**src/rtl/game_state_ctrl.sv**
```systemverilog
// Pac-Man game sequencer: state machine, lives, resume delay and collision arbitration.
// Optional GAME_PAUSE_EN enables the pause input and the PAUSED state.
module game_state_ctrl #(
  parameter int unsigned NUM_GHOSTS   = 2,
  parameter int unsigned LIVES_INIT   = 3,
  parameter int unsigned WIN_DOTS     = 309,
  parameter int unsigned RESUME_DELAY = 250000000
) (
  input  logic                    CLOCK_50,
  input  logic                    reset,
  input  logic                    start,
  input  logic                    pause,
  input  logic [5:0]              pacman_x,
  input  logic [4:0]              pacman_y,
  input  logic [6*NUM_GHOSTS-1:0] ghost_x,
  input  logic [5*NUM_GHOSTS-1:0] ghost_y,
  input  logic                    power_active,
  input  logic [9:0]              dot_count,
  output logic [2:0]              state,
  output logic [2:0]              lives,
  output logic                    sprite_reset,
  output logic                    map_wr_reset,
  output logic                    dot_counter_reset,
  output logic                    ghost_enable,
  output logic                    freeze,
  output logic [NUM_GHOSTS-1:0]   ghost_eaten,
  output logic                    death
);

  localparam int unsigned CW = (RESUME_DELAY > 1) ? $clog2(RESUME_DELAY) : 1;
  localparam logic [CW-1:0] CNT_LOAD   = CW'(RESUME_DELAY - 1);
  localparam logic [2:0]    LIVES_LOAD = 3'(LIVES_INIT);

  typedef enum logic [2:0] {
    S_INIT   = 3'd0,
    S_PLAY   = 3'd1,
    S_RESUME = 3'd2,
    S_OVER   = 3'd3,
    S_WIN    = 3'd4,
    S_PAUSED = 3'd5
  } state_t;

  state_t                state_q, state_n;
  logic [2:0]            lives_n;
  logic [CW-1:0]         cnt_q, cnt_n;
  logic [NUM_GHOSTS-1:0] col, hit, eat, hit_prev, eat_prev, eat_evt;
  logic                  death_evt, start_prev, start_rise, win;
  logic [4:0]            outs_n;  // {sprite_reset, map_wr_reset, dot_counter_reset, ghost_enable, freeze}

`ifdef GAME_PAUSE_EN
  logic pause_prev, pause_rise;
  assign pause_rise = pause & ~pause_prev;
`else
  logic unused_pause;
  assign unused_pause = pause;
`endif

  assign state      = state_q;
  assign start_rise = start & ~start_prev;
  assign win        = 32'(dot_count) >= WIN_DOTS;

  always_comb begin
    col = '0;
    for (int unsigned i = 0; i < NUM_GHOSTS; i++) begin
      col[i] = (ghost_x[6*i +: 6] == pacman_x) && (ghost_y[5*i +: 5] == pacman_y);
    end
    hit       = col & {NUM_GHOSTS{~power_active}};
    eat       = col & {NUM_GHOSTS{power_active}};
    death_evt = (state_q == S_PLAY) && (|(hit & ~hit_prev));
    eat_evt   = (state_q == S_PLAY) ? (eat & ~eat_prev) : '0;
  end

  always_comb begin
    state_n = state_q;
    lives_n = lives;
    cnt_n   = cnt_q;
    case (state_q)
      S_INIT: begin
        lives_n = LIVES_LOAD;
        if (start) state_n = S_PLAY;
      end
      S_PLAY: begin
        if (death_evt) begin
          if (lives > 3'd1) begin
            state_n = S_RESUME;
            lives_n = lives - 3'd1;
            cnt_n   = CNT_LOAD;
          end else begin
            state_n = S_OVER;
            lives_n = '0;
          end
        end else if (win) begin
          state_n = S_WIN;
        end
`ifdef GAME_PAUSE_EN
        else if (pause_rise) begin
          state_n = S_PAUSED;
        end
`endif
      end
      S_RESUME: begin
        if (cnt_q == '0) state_n = S_PLAY;
        else             cnt_n   = cnt_q - 1'b1;
      end
`ifdef GAME_PAUSE_EN
      S_PAUSED: begin
        if (pause_rise) state_n = S_PLAY;
      end
`endif
      S_OVER, S_WIN: begin
        if (start_rise) begin
          state_n = S_INIT;
          lives_n = LIVES_LOAD;
        end
      end
      default: state_n = S_INIT;
    endcase

    // Outputs decoded from the next state so they register in step with state.
    outs_n = 5'b11101;
    case (state_n)
      S_PLAY:   outs_n = 5'b00010;
      S_RESUME: outs_n = 5'b10001;
      S_OVER:   outs_n = 5'b01001;
      S_WIN:    outs_n = 5'b00001;
      S_PAUSED: outs_n = 5'b00001;
      default:  outs_n = 5'b11101;
    endcase
  end

  always_ff @(posedge CLOCK_50) begin
    if (reset) begin
      state_q           <= S_INIT;
      lives             <= LIVES_LOAD;
      cnt_q             <= '0;
      hit_prev          <= '0;
      eat_prev          <= '0;
      start_prev        <= 1'b0;
      sprite_reset      <= 1'b1;
      map_wr_reset      <= 1'b1;
      dot_counter_reset <= 1'b1;
      ghost_enable      <= 1'b0;
      freeze            <= 1'b1;
      ghost_eaten       <= '0;
      death             <= 1'b0;
    end else begin
      state_q    <= state_n;
      lives      <= lives_n;
      cnt_q      <= cnt_n;
      start_prev <= start;
      // Edge history keeps tracking through RESUME so a collision held across
      // the resume delay is not counted as a fresh death.
      if (state_q == S_PLAY || state_q == S_RESUME) begin
        hit_prev <= hit;
        eat_prev <= eat;
      end else begin
        hit_prev <= '0;
        eat_prev <= '0;
      end
      {sprite_reset, map_wr_reset, dot_counter_reset, ghost_enable, freeze} <= outs_n;
      ghost_eaten <= death_evt ? '0 : eat_evt;
      death       <= death_evt;
    end
  end

`ifdef GAME_PAUSE_EN
  always_ff @(posedge CLOCK_50) begin
    if (reset) pause_prev <= 1'b0;
    else       pause_prev <= pause;
  end
`endif

endmodule

```
**config.mk**
```make
export PLATFORM = sky130hd
export DESIGN_NAME = game_state_ctrl
export DESIGN_NICKNAME = d
export VERILOG_FILES = /design/src/rtl/game_state_ctrl.sv
export SDC_FILE = /design/constraint.sdc
export NUM_CORES = 1
export LEC_CHECK = 0
export BUFFER_PORTS_ARGS = -buffer_cell sky130_fd_sc_hd__buf_2
export CAP_MARGIN = 15
export CORE_AREA = 2 2 73 75
export CTS_BUF_LIST = sky130_fd_sc_hd__clkbuf_4 sky130_fd_sc_hd__clkbuf_8 sky130_fd_sc_hd__clkbuf_16
export DETAILED_ROUTE_END_ITERATION = 10
export DIE_AREA = 0 0 75 77
export PLACE_DENSITY = 0.79
export REMOVE_ABC_BUFFERS = 1
export SETUP_SLACK_MARGIN = 0.4
export SYNTH_ARGS = -nofsm -noshare
export SYNTH_HDL_FRONTEND = slang
export SYNTH_SLANG_ARGS = --single-unit
```
**constraint.sdc**
```tcl
create_clock -name CLOCK_50 -period 2.7 [get_ports CLOCK_50]
set_input_delay 0.405 -clock CLOCK_50 [delete_from_list [all_inputs] [get_ports CLOCK_50]]
set_output_delay 0.405 -clock CLOCK_50 [all_outputs]
set_load 0.01 [all_outputs]
```
Word-level counts from Yosys, hierarchy flattened:

Index checks and enable logic that the tools add are counted.

* equal/unequal tests: 17
* reduce and logical (&&, ||, !) cells: 15
* $lt $le $gt $ge: 2
* bitwise operators: 11
* muxes and demuxes: 16
* add/sub/neg operators: 2

Operators with widths (number)
* $mux 28: 3
* $pmux 28 s2: 1
* $logic_not 28->1: 1
* $sub 28x1->28 const B: 1
* $mux 3: 8
* $pmux 5 s4: 1
* $eq 3x2->1 const B: 4
* $eq 6x6->1: 2
* $pmux 3 s4: 1
* $eq 5x5->1: 2
* $ge 10x9->1 const B: 1
* $eq 3x3->1 const B: 3
* $pmux 3 s3: 1
* $and 2x2->2: 4
* $reduce_or 2->1: 4
* $eq 3x1->1 const B: 2
* $ne 2x2->1 const B: 3
* $not 1->1: 4
* $not 2->2: 2
* $reduce_and 4->1: 1
* $gt 3x1->1 const B: 1
* $logic_and 1x1->1: 3
* $logic_not 3->1: 1
* $reduce_and 3->1: 1
* other kinds (8): 8

* logic and storage cells: 76
* flip-flop bits (word level): 47
* output and inout port bits: 14
* bits of input ports: 48

Logic depth before layout (Yosys ltp):

* depth after elaboration: 11
* mapped depth: 12
* mapped depth without buffers: 9

Worst setup path before layout:

No wires, ideal clock.

* path type: input port to flip-flop
* start: input pacman_x[1]
* end: register cnt_q[19]
* setup slack: 0.423 ns
* path buffers: 1
* data arrival time: 2.218 ns
* library setup time: 0.059 ns
* required time: 2.641 ns
* stages on the path: 8
* cells stage by stage: xor2_1 -> nor4_2 -> nand4b_2 -> a2111oi_4 -> buf_6 -> nor2_4 -> or4_1 -> nand2_1

* longest elaborated chain between the ends: 8
* elaborated cells between the ends (all ways): 10
* classes of those cells: 3 x eq/ne; 2 x bitwise; 5 x reduce/logical

RTL lines
* from (decl): RTL line 13 `input logic [5:0] pacman_x,`
* $eq 6x6->1: RTL line 65 `col[i] = (ghost_x[6*i +: 6] == pacman_x) && (ghost_y[5*i +: 5] == pacman_y);`
* $logic_and 1x1->1: RTL line 65
* $and 2x2->2 *: RTL line 67 `hit = col & {NUM_GHOSTS{~power_active}};`
* $and 2x2->2 *: RTL line 69 `death_evt = (state_q == S_PLAY) && (|(hit & ~hit_prev));`
* $reduce_or 2->1 *: RTL line 69
* $logic_and 1x1->1 *: RTL line 69
* $ne 2x2->1 (no line) *
* $reduce_and 4->1 (no line) *
* to (signal assigned): RTL line 149 `cnt_q <= cnt_n;`
* to (decl): RTL line 45 `logic [CW-1:0] cnt_q, cnt_n;`

Mark *: on every way between the ends. The rest lies on a longest branch, timed or not.
A chain may end at the register's enable or synchronous reset.

Worst setup path after layout:

* start: input pacman_y[1]
* end: register cnt_q[6]

* longest elaborated chain between the ends: 8
* elaborated cells between the ends (all ways): 10
* classes of those cells: 3 x eq/ne; 2 x bitwise; 5 x reduce/logical

RTL lines
* from (decl): RTL line 14 `input logic [4:0] pacman_y,`
* $eq 5x5->1: RTL line 65
* $logic_and 1x1->1: RTL line 65
* $and 2x2->2 *: RTL line 67
* $and 2x2->2 *: RTL line 69
* $reduce_or 2->1 *: RTL line 69
* $logic_and 1x1->1 *: RTL line 69
* $ne 2x2->1 (no line) *
* $reduce_and 4->1 (no line) *

Marked as above.

==> results.sh <==
export IMPL_max_freq_ghz=0.4505
export IMPL_timing_rr_start="cnt_q[0]"
export IMPL_dp_hpwl_um=4414
export IMPL_drive_gt1_share_pct=31.51
export IMPL_place_congestion=0.7966
export IMPL_min_from="start"
export IMPL_synthFlopType="dfxtp_1"
export IMPL_cts_made_buffers=5
export IMPL_grt_pass1_vias=2383
export IMPL_crit_path_start="pacman_y[1]"
export IMPL_swShare_pct=23.80
export IMPL_crit_required_ns=2.94
export IMPL_internal_power_mw=1.099
export IMPL_worstSetupPathType="primary input to register"
export IMPL_area_growth_pct=24.56
export IMPL_seq_power_share_pct=49.4
export IMPL_cpPeakStageDelay_ns=0.39
export IMPL_cts_root_buf="clkbuf_8"
export IMPL_num_rows=26
export IMPL_fin_crit_sh_pct=82.21
export IMPL_maxCapViolations=0
export IMPL_status="completed"
export IMPL_p_leak_nw=1.375
export IMPL_grt_overflow_total=0
export IMPL_path_cells="buf_2, xor2_1, nor4_2, nand4b_2, a2111oi_4, buf_6, nor2_4, buf_4, a211o_1, a21oi_2"
export IMPL_clk_pin_slew_ns=0.09
export IMPL_placed_area_sq_um=3032
export IMPL_rsz0062_at_grt="true"
export IMPL_fin_nets=434
export IMPL_grt_antenna_before_repair=0
export IMPL_place_port_buffers=60
export IMPL_powerDensity_nw_per_um2=441.3
export IMPL_synth_seq_cells=47
export IMPL_synthTopCellsByArea="dfxtp_1 36%, xor2_1 9.0%, a21oi_1 5.7%"
export IMPL_ir_drop_v=0.0003501
export IMPL_synth_area_sq_um=2624
export IMPL_grt_start_max_net_pins=21
export IMPL_yosys_warnings=0
export IMPL_syn_avg_cell_area_sq_um=8.437
export IMPL_die_y_um=77
export IMPL_track_usage_pct=21.78
export IMPL_finalHoldViolCount=0
export IMPL_period_needed_ns=2.220
export IMPL_cts_buffer_depth=2
export IMPL_synth_top_cell_by_area="dfxtp_1"
export IMPL_netlist_area_leader_share_pct=35.86
export IMPL_slew_headroom_pct=53.47
export IMPL_postRouteAntennaNets=0
export IMPL_htreeDepth=2
export IMPL_vias=2476
export IMPL_dr_pass1_iters=4
export IMPL_setup_viol=0
export IMPL_worst_slew_pin_transition_ns=0.6979
export IMPL_via_per_inst=5.454
export IMPL_core_area_sq_um=4977
export IMPL_pin_count=62
export IMPL_antenna_cells=0
export IMPL_p_clk_share_pct=36.8
export IMPL_finalMaxSlewViolations=0
export IMPL_worstHoldPathType="primary input to register"
export IMPL_crit_fanout=11
export IMPL_fillers=407
export IMPL_cts_tree="built"
export IMPL_tns_ns=0
export IMPL_wl_per_cell_um=13.32
export IMPL_cp_end_kind="register"
export IMPL_synth_cell_types=53
export IMPL_netlist_instances=311
export IMPL_slowest_stage="nor4_2"
export IMPL_dieArea_sq_um=5775
export IMPL_drtIter0Drc=104
export IMPL_yosysMostFrequentCell="dfxtp_1"
export IMPL_p_comb_share_pct=13.8
export IMPL_cts_hold_buffers=0
export IMPL_drc=0
export IMPL_asyncSetResetFlopFracSynth_pct=0
export IMPL_p_switching_mw=0.3432
export IMPL_die_w_um=75
export IMPL_clk_insertion_delay_late_ns=0.30
export IMPL_finalInstanceArea_sq_um=3268
export IMPL_drt_wl_total_um=6049
export IMPL_fin_skew_ns=0.009992
export IMPL_arrival_ns=2.46
export IMPL_grt_pass1_wl_um=10160
export IMPL_ys_seq_area_share_pct=35.86
export IMPL_yosys_top_cells_count="47 x dfxtp_1, 30 x a21oi_1, 30 x nor2_1, 27 x xor2_1, 23 x nand2_1"
export IMPL_start_util_pct=52.71
export IMPL_synth_edff_count=0
export IMPL_start_kind="primary input"
export IMPL_cts_sinks=47
-- path summary, 6_finish.rpt --
path | to | slack [ns] | depth (start not counted)
setup / recovery | cnt_q[6] | 0.48 | 10
hold / removal | start_prev | 0.37 | 3
setup reg to reg | cnt_q[6] | 0.51 | 10
hold reg to reg | ghost_eaten[1] | 0.40 | 1
-- layout make-up --
cell class                      instances  area (sq um)  share of cell area, %
Timing Repair Buffer                   81         461.7                  14.13
Sequential cell                        47         942.2                  28.83
Inverter                                8         30.03                 0.9188
Multi-Input combinational cell        240          1629                  49.85
Clock buffer                            6         82.58                  2.527
Clock inverter                          2         35.03                  1.072
Tap cell                               70         87.58                  2.680
-- power groups by stage --
stage | clock network [mW] | logic (mW) | registers, mW
floorplan | 0 | 0.0919 | 0.741
global placement | 0 | 0.185 | 0.729
detailed placement | 0 | 0.191 | 0.729
CTS | 0.547 | 0.193 | 0.713
global route | 0.566 | 0.220 | 0.715
finish | 0.530 | 0.199 | 0.713
-- per-stage QoR --
step	total power [mW]	instances	worst slack (ns)	hold WS, ns	util (%)
final	1.442	454	0.4804	0.3658	65.66
after global routing	1.500	454	0.3617	0.3834	65.66
after CTS	1.453	450	0.3956	0.3629	63.83
after detailed placement	0.9202	440	0.003481	0.3868	60.91
after global placement	0.9138	440	0.09368	0.3829	60.91
after floorplan	0.8325	295	0.2576	0.3749	-
-- state kept, by name (all words and copies together) (netlist names) --
signal / cells
death: 1
ghost_enable: 1
cnt_q: 28
ghost_eaten: 2
map_wr_reset: 1
eat_prev: 2
state: 3
sprite_reset: 1
freeze: 1
start_prev: 1
dot_counter_reset: 1
hit_prev: 2
lives: 3
-- worst max-delay path, delay by kind of cell --
kind | cells | cell delay, ns
compound gates | 3 | 0.77
simple gates | 3 | 0.66
xor+xnor | 1 | 0.16
buf+inv | 3 | 0.45
-- layout by cell type, fill, tap and decap left out, types with 5 or more instances in the layout --
master	netlist	layout
o211ai_1	5	5
mux2i_1	5	5
inv_1	8	8
o21ai_0	15	15
nor4_2	3	6
dfxtp_1	47	46
nand2_1	23	23
nor3_1	14	13
a21oi_1	30	28
buf_2	0	60
a311oi_1	6	6
buf_4	0	20
clkbuf_8	1	6
nand3_1	5	5
nand2b_1	9	9
a211o_1	5	5
xor2_1	27	27
nor2_1	30	28
-- cells by family (layout without fill, tap and decap cells) --
group                      count (synthesis)  count (layout)  synth area share (%)
AOI/OAI and AO/OA                         80              80                 20.17
xor gates and xnor gates                  29              29                 9.681
adders and majority gates                  3               3                 1.431
buffers and inverters                     24              97                 4.673
DFF                                       47              47                 35.86
muxes                                      5               5                 1.908
and+or+nand+nor                          123             123                 26.28
-- per-layer routing --
metal / global-route usage (%) / vias up / wire length (um)
li1: - / 1261 / -
met1: 26.57 / 1154 / 2590
met2: 38.42 / 54 / 3142
met3: 3.548 / 7 / 250
met4: 6.071 / 0 / 67
met5: 0 / - / 0
-- repair_timing --
item / CTS / global route
pin swaps: 3 / 5
setup endpoints to repair: 28 / 31
setup buffers: 2 / 4
hold endpoints to repair: 0 / 0
resized for setup: 3 / 15
cloned: 0 / 0
Note: power is estimated with default switching activity, not from simulation.
